[src/rtl/fifo_ptr_ctrl6_pkg.sv]
// Shared sizing constants for the 6-entry FIFO pointer controller and its 6x8 buffer.
// Both the controller and the buffer take their default geometry from here.
package fifo_ptr_ctrl6_pkg;
    localparam int DATA_SIZE_DEF = 8;
    localparam int DEPTH_DEF     = 6;
    localparam int PTR_W_DEF     = 3;
    localparam int AF_TH_DEF     = 5;
    localparam int AE_TH_DEF     = 1;
endpackage

[src/rtl/fifo_ptr_ctrl6_mod_ptr_cnt.sv]
// Modulo-DEPTH incrementing pointer with enable and synchronous active-low reset.
module mod_ptr_cnt
    import fifo_ptr_ctrl6_pkg::*;
#(
    parameter int DEPTH = DEPTH_DEF,
    parameter int PTR_W = PTR_W_DEF
) (
    input  logic             clk,
    input  logic             reset,
    input  logic             en,
    output logic [PTR_W-1:0] ptr
);
    localparam logic [PTR_W-1:0] LAST = PTR_W'(DEPTH - 1);

    logic [PTR_W-1:0] ptr_reg;
    logic [PTR_W-1:0] ptr_next;

    // Wrap explicitly at DEPTH-1 so unused codes above it are never reached.
    always_comb begin
        ptr_next = ptr_reg;
        if (en) begin
            ptr_next = (ptr_reg == LAST) ? '0 : ptr_reg + PTR_W'(1);
        end
    end

    always_ff @(posedge clk) begin
        if (!reset) begin
            ptr_reg <= '0;
        end else begin
            ptr_reg <= ptr_next;
        end
    end

    assign ptr = ptr_reg;
endmodule

[src/rtl/fifo_ptr_ctrl6.sv]
// Pointer/flag controller for a 6-entry FIFO buffer (no data path).
// Define FIFO_PTR_CTRL_ERR_FLAGS_EN to build the sticky overflow/underflow flags.
module fifo_ptr_ctrl6
    import fifo_ptr_ctrl6_pkg::*;
#(
    parameter int DATA_SIZE = DATA_SIZE_DEF,
    parameter int DEPTH     = DEPTH_DEF,
    parameter int PTR_W     = PTR_W_DEF,
    parameter int AF_TH     = AF_TH_DEF,
    parameter int AE_TH     = AE_TH_DEF
) (
    input  logic             clk,
    input  logic             reset,
    input  logic             push,
    input  logic             pop,
    input  logic             err_clr,
    output logic             mem_write,
    output logic             mem_read,
    output logic [PTR_W-1:0] wr_ptr,
    output logic [PTR_W-1:0] rd_ptr,
    output logic             full,
    output logic             empty,
    output logic             almost_full,
    output logic             almost_empty,
    output logic [PTR_W-1:0] fill_count,
    output logic             overflow,
    output logic             underflow
);
    localparam logic [PTR_W-1:0] DEPTH_C = PTR_W'(DEPTH);
    localparam logic [PTR_W-1:0] AF_C    = PTR_W'(AF_TH);
    localparam logic [PTR_W-1:0] AE_C    = PTR_W'(AE_TH);

    logic [PTR_W-1:0] count_reg;
    logic [PTR_W-1:0] count_next;
    logic             pop_ok;
    logic             push_ok;
    logic [1:0]       ptr_en;
    logic [PTR_W-1:0] ptr_val [2];

    // Flags decode registered occupancy only, keeping push/pop off the flag paths.
    assign full         = (count_reg == DEPTH_C);
    assign empty        = (count_reg == '0);
    assign almost_full  = (count_reg >= AF_C);
    assign almost_empty = (count_reg <= AE_C);
    assign fill_count   = count_reg;

    // No bypass: a pop on an empty buffer is refused even alongside a push.
    assign pop_ok    = pop & ~empty & reset;
    assign push_ok   = push & (~full | pop_ok) & reset;
    assign mem_read  = pop_ok;
    assign mem_write = push_ok;

    always_comb begin
        count_next = count_reg;
        case ({push_ok, pop_ok})
            2'b10:   count_next = count_reg + PTR_W'(1);
            2'b01:   count_next = count_reg - PTR_W'(1);
            default: count_next = count_reg;
        endcase
    end

    always_ff @(posedge clk) begin
        if (!reset) begin
            count_reg <= '0;
        end else begin
            count_reg <= count_next;
        end
    end

    // Index 0 is the write pointer, index 1 the read pointer.
    assign ptr_en = {pop_ok, push_ok};

    generate
        for (genvar gi = 0; gi < 2; gi++) begin : g_ptr
            mod_ptr_cnt #(
                .DEPTH (DEPTH),
                .PTR_W (PTR_W)
            ) u_ptr (
                .clk   (clk),
                .reset (reset),
                .en    (ptr_en[gi]),
                .ptr   (ptr_val[gi])
            );
        end
    endgenerate

    assign wr_ptr = ptr_val[0];
    assign rd_ptr = ptr_val[1];

    logic [DATA_SIZE-1:0] unused_data;
    assign unused_data = '0;

`ifdef FIFO_PTR_CTRL_ERR_FLAGS_EN
    logic overflow_reg;
    logic overflow_next;
    logic underflow_reg;
    logic underflow_next;

    // A fresh error event wins over a same-cycle clear.
    always_comb begin
        overflow_next  = overflow_reg;
        underflow_next = underflow_reg;
        if (push & ~push_ok) begin
            overflow_next = 1'b1;
        end else if (err_clr) begin
            overflow_next = 1'b0;
        end
        if (pop & empty) begin
            underflow_next = 1'b1;
        end else if (err_clr) begin
            underflow_next = 1'b0;
        end
    end

    always_ff @(posedge clk) begin
        if (!reset) begin
            overflow_reg  <= 1'b0;
            underflow_reg <= 1'b0;
        end else begin
            overflow_reg  <= overflow_next;
            underflow_reg <= underflow_next;
        end
    end

    assign overflow  = overflow_reg;
    assign underflow = underflow_reg;
`else
    logic unused_err_clr;
    assign unused_err_clr = err_clr;
    assign overflow       = 1'b0;
    assign underflow      = 1'b0;
`endif
endmodule

[config.mk]
export PLATFORM = sky130hd
export DESIGN_NAME = fifo_ptr_ctrl6
export DESIGN_NICKNAME = d
export VERILOG_FILES = /design/src/rtl/fifo_ptr_ctrl6_pkg.sv /design/src/rtl/fifo_ptr_ctrl6_mod_ptr_cnt.sv /design/src/rtl/fifo_ptr_ctrl6.sv
export SDC_FILE = /design/constraint.sdc
export NUM_CORES = 1
export LEC_CHECK = 0
export ABC_AREA = 1
export CAP_MARGIN = 20
export CORE_MARGIN = 4
export CORE_UTILIZATION = 40
export CTS_BUF_LIST = sky130_fd_sc_hd__clkbuf_8
export CTS_CLUSTER_SIZE = 25
export DETAILED_ROUTE_END_ITERATION = 8
export GPL_ROUTABILITY_DRIVEN = 1
export PLACE_DENSITY_LB_ADDON = 0.3
export SLEW_MARGIN = 20
export SYNTH_ARGS = -nofsm -noshare
export SYNTH_HDL_FRONTEND = slang
export SYNTH_SLANG_ARGS = --single-unit
export TNS_END_PERCENT = 5
[constraint.sdc]
create_clock -name clk -period 1.83 [get_ports clk]
set_clock_uncertainty 0.15 [all_clocks]
set_input_delay 0.366 -clock clk [delete_from_list [all_inputs] [get_ports clk]]
set_output_delay 0.366 -clock clk [all_outputs]
set_load 0.005 [all_outputs]
# Word level (Yosys, flattened, before mapping)
# Index checks and enable logic that the tools add are counted.
# W data, S select, Z words.
totals:
  wordCells: 26
  ff_bits: 9
  latchBits: 0
  romBits: 0
  mem_bits_rw: 0
  inputBits: 5
  out_inout_bits: 17
  mem_count: 0
classes:
  n_addsub: 4
  n_mul: 0
  shifts: 0
  n_mux: 3
  reduce_logical: 2
  bitwise_logic: 7
  order_cmp: 2
  n_eq_ne: 5
  n_div: 0
op_table:
  columns: ["operator", "count"]
  rows:
  - ["$add A3 B1 Y3 const B", 3]
  - ["$eq A3 B3 Y1 const B", 3]
  - ["$mux W3", 2]
  - ["$pmux W3 S2", 1]
  - ["$and A1 B1 Y1", 4]
  - ["$ge A3 B3 Y1 const B", 1]
  - ["$le A3 B1 Y1 const B", 1]
  - ["$logic_not A3 Y1", 1]
  - ["$sub A3 B1 Y3 const B", 1]
  - ["$eq A2 B1 Y1 const B", 1]
  - ["$eq A2 B2 Y1 const B", 1]
  - ["$not A1 Y1", 2]
  - ["$reduce_bool A2 Y1", 1]
  - ["$or A1 B1 Y1", 1]

# Longest topological paths before layout
depth:
  word_depth: 9
  mapped_depth: 11
  ltp_nobuf: 11

# By module
# Synthesis repeated with hierarchy kept, for this count alone.
hier_totals:
  cells_unflattened: 85
  area_unflattened_um2: 559.3
modules_own_cells:
  columns: ["mod", "cells_per_inst", "seq_area_each_um2", "instances", "area_per_inst_um2"]
  rows:
  - ["fifo_ptr_ctrl6", 49, 60.1, 1, 311.5]
  - ["mod_ptr_cnt", 18, 60.1, 2, 123.9]

# Worst setup path before layout
# Ideal clock, no wire load.
synth_timing:
  path_kind: "flip-flop to flip-flop"
  start: "register count_reg[0], in the netlist fill_count[0]"
  end: "register count_reg[2], in the netlist fill_count[2]"
  period_less_slack_ns: 1.812
  slack_ns: 0.018
  required_ns: 1.567
  setup_ns: 0.113
  path_buffers: 0
  stages_incl_launch_ff: 10
  arrival_time_ns: 1.549
  path_cell_list: "dfxtp_1 > inv_1 > ha_1 > nand3_1 > nand2_1 > ha_1 > nor2_1 > nand2_1 > nor2_1 > nor2_1"
synth_via:
  elab_chain_len: 9
  word_cells_on_any_way: 15
  classes_between: "add/sub: 2; eq/ne: 3; mux: 1; bitwise: 7; reduce/logical: 2"
synth_rtl:
  columns: ["item", "line_no", "rtl"]
  rows:
  - ["from (decl)", "fifo_ptr_ctrl6.sv:33", "logic [PTR_W-1:0] count_reg;"]
  - ["from (signal assigned)", "fifo_ptr_ctrl6.sv:66", "count_reg <= count_next;"]
  - ["$logic_not A3 Y1", "fifo_ptr_ctrl6.sv:42", "assign empty = (count_reg == '0);"]
  - ["$not A1 Y1", "fifo_ptr_ctrl6.sv:48", "assign pop_ok = pop & ~empty & reset;"]
  - ["$and A1 B1 Y1 (2 in a row)", "fifo_ptr_ctrl6.sv:48", null]
  - ["$or A1 B1 Y1", "fifo_ptr_ctrl6.sv:49", "assign push_ok = push & (~full | pop_ok) & reset;"]
  - ["$and A1 B1 Y1 (2 in a row)", "fifo_ptr_ctrl6.sv:49", null]
  - ["$eq A2 B1 Y1 / $eq A2 B2 Y1 (equally long branches)", "fifo_ptr_ctrl6.sv:55", "case ({push_ok, pop_ok})"]
  - ["$pmux W3 S2 / $reduce_bool A2 Y1 (equally long branches)", null, null]
# Parallel ways exist; a longest one is shown, timed or not.
# A chain may end at the register's enable or synchronous reset.

# Worst setup path after layout
layout_timing:
  start: "register count_reg[0], in the netlist fill_count[0]"
  end: "output mem_write"
layout_via:
  elab_chain_len: 7
  word_cells_on_any_way: 9
  classes_between: "eq/ne: 1; bitwise: 7; reduce/logical: 1"
layout_rtl:
  columns: ["item", "line_no", "rtl"]
  rows:
  - ["$logic_not A3 Y1", "fifo_ptr_ctrl6.sv:42", null]
  - ["$not A1 Y1", "fifo_ptr_ctrl6.sv:48", null]
  - ["$and A1 B1 Y1 (2 in a row)", "fifo_ptr_ctrl6.sv:48", null]
  - ["$or A1 B1 Y1 *", "fifo_ptr_ctrl6.sv:49", null]
  - ["$and A1 B1 Y1 * (2 in a row)", "fifo_ptr_ctrl6.sv:49", null]
  - ["to (decl)", "fifo_ptr_ctrl6.sv:17", "output logic mem_write,"]
# Mark *: on every way between the ends. The rest lies on a longest branch, timed or not.

==> run metrics <==
most common cell after layout, fill and taps aside=sky130_fd_sc_hd__nand2_1; synthesized cell area=571 µm²; clock latency on the worst-skew pair=0.23 ns; height of the die=approximately 46 µm; post-synthesis cell type count=18; series of cell instances along the critical path=inv_2 > ha_4 > nand3_2 > nand2_2 > inv_1 > dlygate4sd2_1; DR WL/cell=9.98 µm; largest driver fanout on the critical path=4; CP Capture Type=primary output; final global-route overflow total=0; maximum buffer depth of the clock tree=2; Buf+Inv Stages, Crit Path=3; starting DRC count in detailed routing=8; Area growth, synth to finish=66.9%; # nets final=130; antenna violations before repair=0; total global routing track utilization=around 15%; internal power=0.483 mW; Fin. Hold Viols=0; leading cell types in the layout, fill and taps excluded=16 x sky130_fd_sc_hd__nand2_1, 14 x sky130_fd_sc_hd__inv_1, 14 x sky130_fd_sc_hd__buf_4, 10 x sky130_fd_sc_hd__nor2_1, 10 x sky130_fd_sc_hd__clkdlybuf4s50_1; timing-limited maximum frequency=561 MHz; setup repair after global routing missed its margin=true; die area=2090 µm²; area inside the core boundary=1320 µm²; fraction of layout instances using a drive strength above 1=29.7%; Starting Density=between 40% and 50%; sequential group share of total power=33.3%; worst setup margin=between 0.04 and 0.05 ns; max reg flops=6; Hold Crit Class=register to register; Mean Syn Cell Area=6.87 µm²; Final Max Tran Viols=0; critical path type=register to primary output; Top Family by Delay on Critical Path=buffers and inverters; number of levels in the clock H-tree=1; horizontal extent of the die=approximately 46 µm; Placer Congestion=0.760; power share of the combinational group=33.5%; number of synthesized register bits=9; clock tree from TritonCTS=built; switching power share of the total=between 20% and 30%; clock net sink count=9; final antenna-violating net count=0; post-route minimum period=1.78 ns; proportion of power drawn by the clock network=33.2%; number of setup violations in the final report=0; Port Buf Inserts=18; routed vias=594; antenna diode count=0; Place WS=-0.349 ns; result of the run=finished clean; count of yosys warnings during synthesis=0; cell leakage power=approximately 0.48 nW; row count=13; Total Routed Length=1.33 mm; total of max-cap violations=0; number of buffers created by CTS=3; pin count of the biggest net entering global routing=9; worst vdd ir=0.553 mV; power spent charging and discharging nets=0.188 mW; critical path startpoint category=register; DRC viols=0; global-route wire length before repair=2.19 mm; number of global-route vias before repair=approximately 550; data arrival time at the worst-slack endpoint=about 1.3 ns; num ports=22; final instance area=about 950 µm²; gate count after technology mapping=83; ratio of routed vias to standard cells=4.47; Detail Placement HPWL=roughly 1.0 mm; drt first pass iters=2; Placement Cell Area=848 µm²; proportion of netlist area held by the largest area contributor=around a third; required time of the critical path=1.31 ns; clock slew at the register clock pins of the worst setup and hold paths=0.04 ns; leading post-synthesis cells by cell area=sky130_fd_sc_hd__dfxtp_1 32%, sky130_fd_sc_hd__ha_1 13%, sky130_fd_sc_hd__nand2_1 11%; P per Cell Area=705 nW/µm²; portion of the post-synthesis area used by sequential elements=31.6%; cell type of the slowest stage on the worst timing path=sky130_fd_sc_hd__dfxtp_2; Max stage delay on crit path=slightly above 0.3 ns; cell type with the highest aggregate area in the netlist=sky130_fd_sc_hd__dfxtp_1; CTS root buffer=sky130_fd_sc_hd__clkbuf_8; crit share post-route=between 90% and 100%
what timing repair did:
| action | 4_1_cts | 5_1_grt |
|---|---|---|
| resized for setup | 13 | 14 |
| pin swaps | 1 | 2 |
| setup buffers | 0 | 2 |
| setup endpoints to repair | 9 | 6 |
| hold buffers | 0 | 0 |
Yosys cell counts:
| cell type | n |
|---|---|
| sky130_fd_sc_hd__conb_1 | 1 |
| sky130_fd_sc_hd__nor2_1 | 11 |
| sky130_fd_sc_hd__o21ai_0 | 3 |
| sky130_fd_sc_hd__inv_2 | 2 |
| sky130_fd_sc_hd__o21ai_1 | 1 |
| sky130_fd_sc_hd__dfxtp_1 | 9 |
| sky130_fd_sc_hd__nand4_1 | 1 |
| sky130_fd_sc_hd__nand2_4 | 1 |
| sky130_fd_sc_hd__a21oi_1 | 5 |
| sky130_fd_sc_hd__inv_1 | 15 |
| sky130_fd_sc_hd__nand3_1 | 4 |
| sky130_fd_sc_hd__nand2_2 | 1 |
| sky130_fd_sc_hd__xor2_1 | 1 |
| sky130_fd_sc_hd__buf_4 | 3 |
| sky130_fd_sc_hd__a31oi_1 | 1 |
| sky130_fd_sc_hd__ha_1 | 6 |
| sky130_fd_sc_hd__a21oi_4 | 1 |
| sky130_fd_sc_hd__nand2_1 | 17 |
cells by family (layout without fill, tap and decap cells):
group	Yosys count	in the layout	share of synthesized area (%)
AND/OR/NAND/NOR	35	35	26.1
buffers and inverters	20	54	15.1
AO/OA/AOI/OAI	11	11	11.8
flip-flops	9	9	31.6
adder cells (fa/ha/maj)	6	6	13.2
other	1	2	0.657
XOR/XNOR	1	1	1.54
routing by layer:
metal  up-vias  share of wire (%)  GRT usage [%]
met4         0                1.3           6.82
met5         -                  0              0
li1        316                  -              -
met3         2                7.5           7.91
met1       260                 41           16.0
met2        16                 50           24.0
metrics by stage:
step	utilization (%)	TNS [ns]	hold slack (ns)	std cells	total power, mW
finish	72.3	0	0.333	133	0.671
global route	72.3	-0.0516	0.358	133	0.718
CTS	68.9	-0.147	0.338	131	0.656
detailed placement	64.4	-1.58	0.329	127	0.424
global placement	64.4	-1.52	0.322	127	0.417
floorplan	-	0	0.316	84	0.315
layout make-up:
class	instances	area, µm²
sequential	9	185
timing repair buffer	33	284
tap	15	18.8
clock buffer	3	41.3
fill	101	365
multi-input combinational	55	355
clock inverter	1	3.75
inverter	17	63.8
worst paths after layout:
check | startpoint | endpoint | slack [ns] | depth (start not counted)
worst min register to register | g_ptr[0].u_ptr.ptr[2]$_SDFFE_PN0P_ | g_ptr[0].u_ptr.ptr[2]$_SDFFE_PN0P_ | 0.33 | 2
worst max register to register | fill_count[1]$_SDFFE_PN0P_ | fill_count[2]$_SDFFE_PN0P_ | 0.09 | 10
worst max-delay path | fill_count[0]$_SDFFE_PN0P_ | mem_write | 0.05 | 6
worst min-delay path | g_ptr[0].u_ptr.ptr[2]$_SDFFE_PN0P_ | g_ptr[0].u_ptr.ptr[2]$_SDFFE_PN0P_ | 0.33 | 2
power groups by stage:
stage	combinational, mW	sequential, mW	clock, mW
finish	0.225	0.223	0.223
global route	0.249	0.225	0.243
CTS	0.203	0.220	0.232
detailed placement	0.202	0.222	0
global placement	0.195	0.222	0
floorplan	0.0907	0.224	0
worst register-to-register path, stage by stage, from the launching register on:
cell and delay, ns:
sky130_fd_sc_hd__dfxtp_4 0.36, sky130_fd_sc_hd__inv_2 0.07, sky130_fd_sc_hd__ha_4 0.16, sky130_fd_sc_hd__buf_4 0.13, sky130_fd_sc_hd__a21oi_4 0.13, sky130_fd_sc_hd__buf_6 0.13, sky130_fd_sc_hd__ha_4 0.21, sky130_fd_sc_hd__nor2_2 0.10
sky130_fd_sc_hd__nand2_1 0.06, sky130_fd_sc_hd__nor2_1 0.08, sky130_fd_sc_hd__nor2_1 0.05
Note: power is estimated with default switching activity, not from simulation.
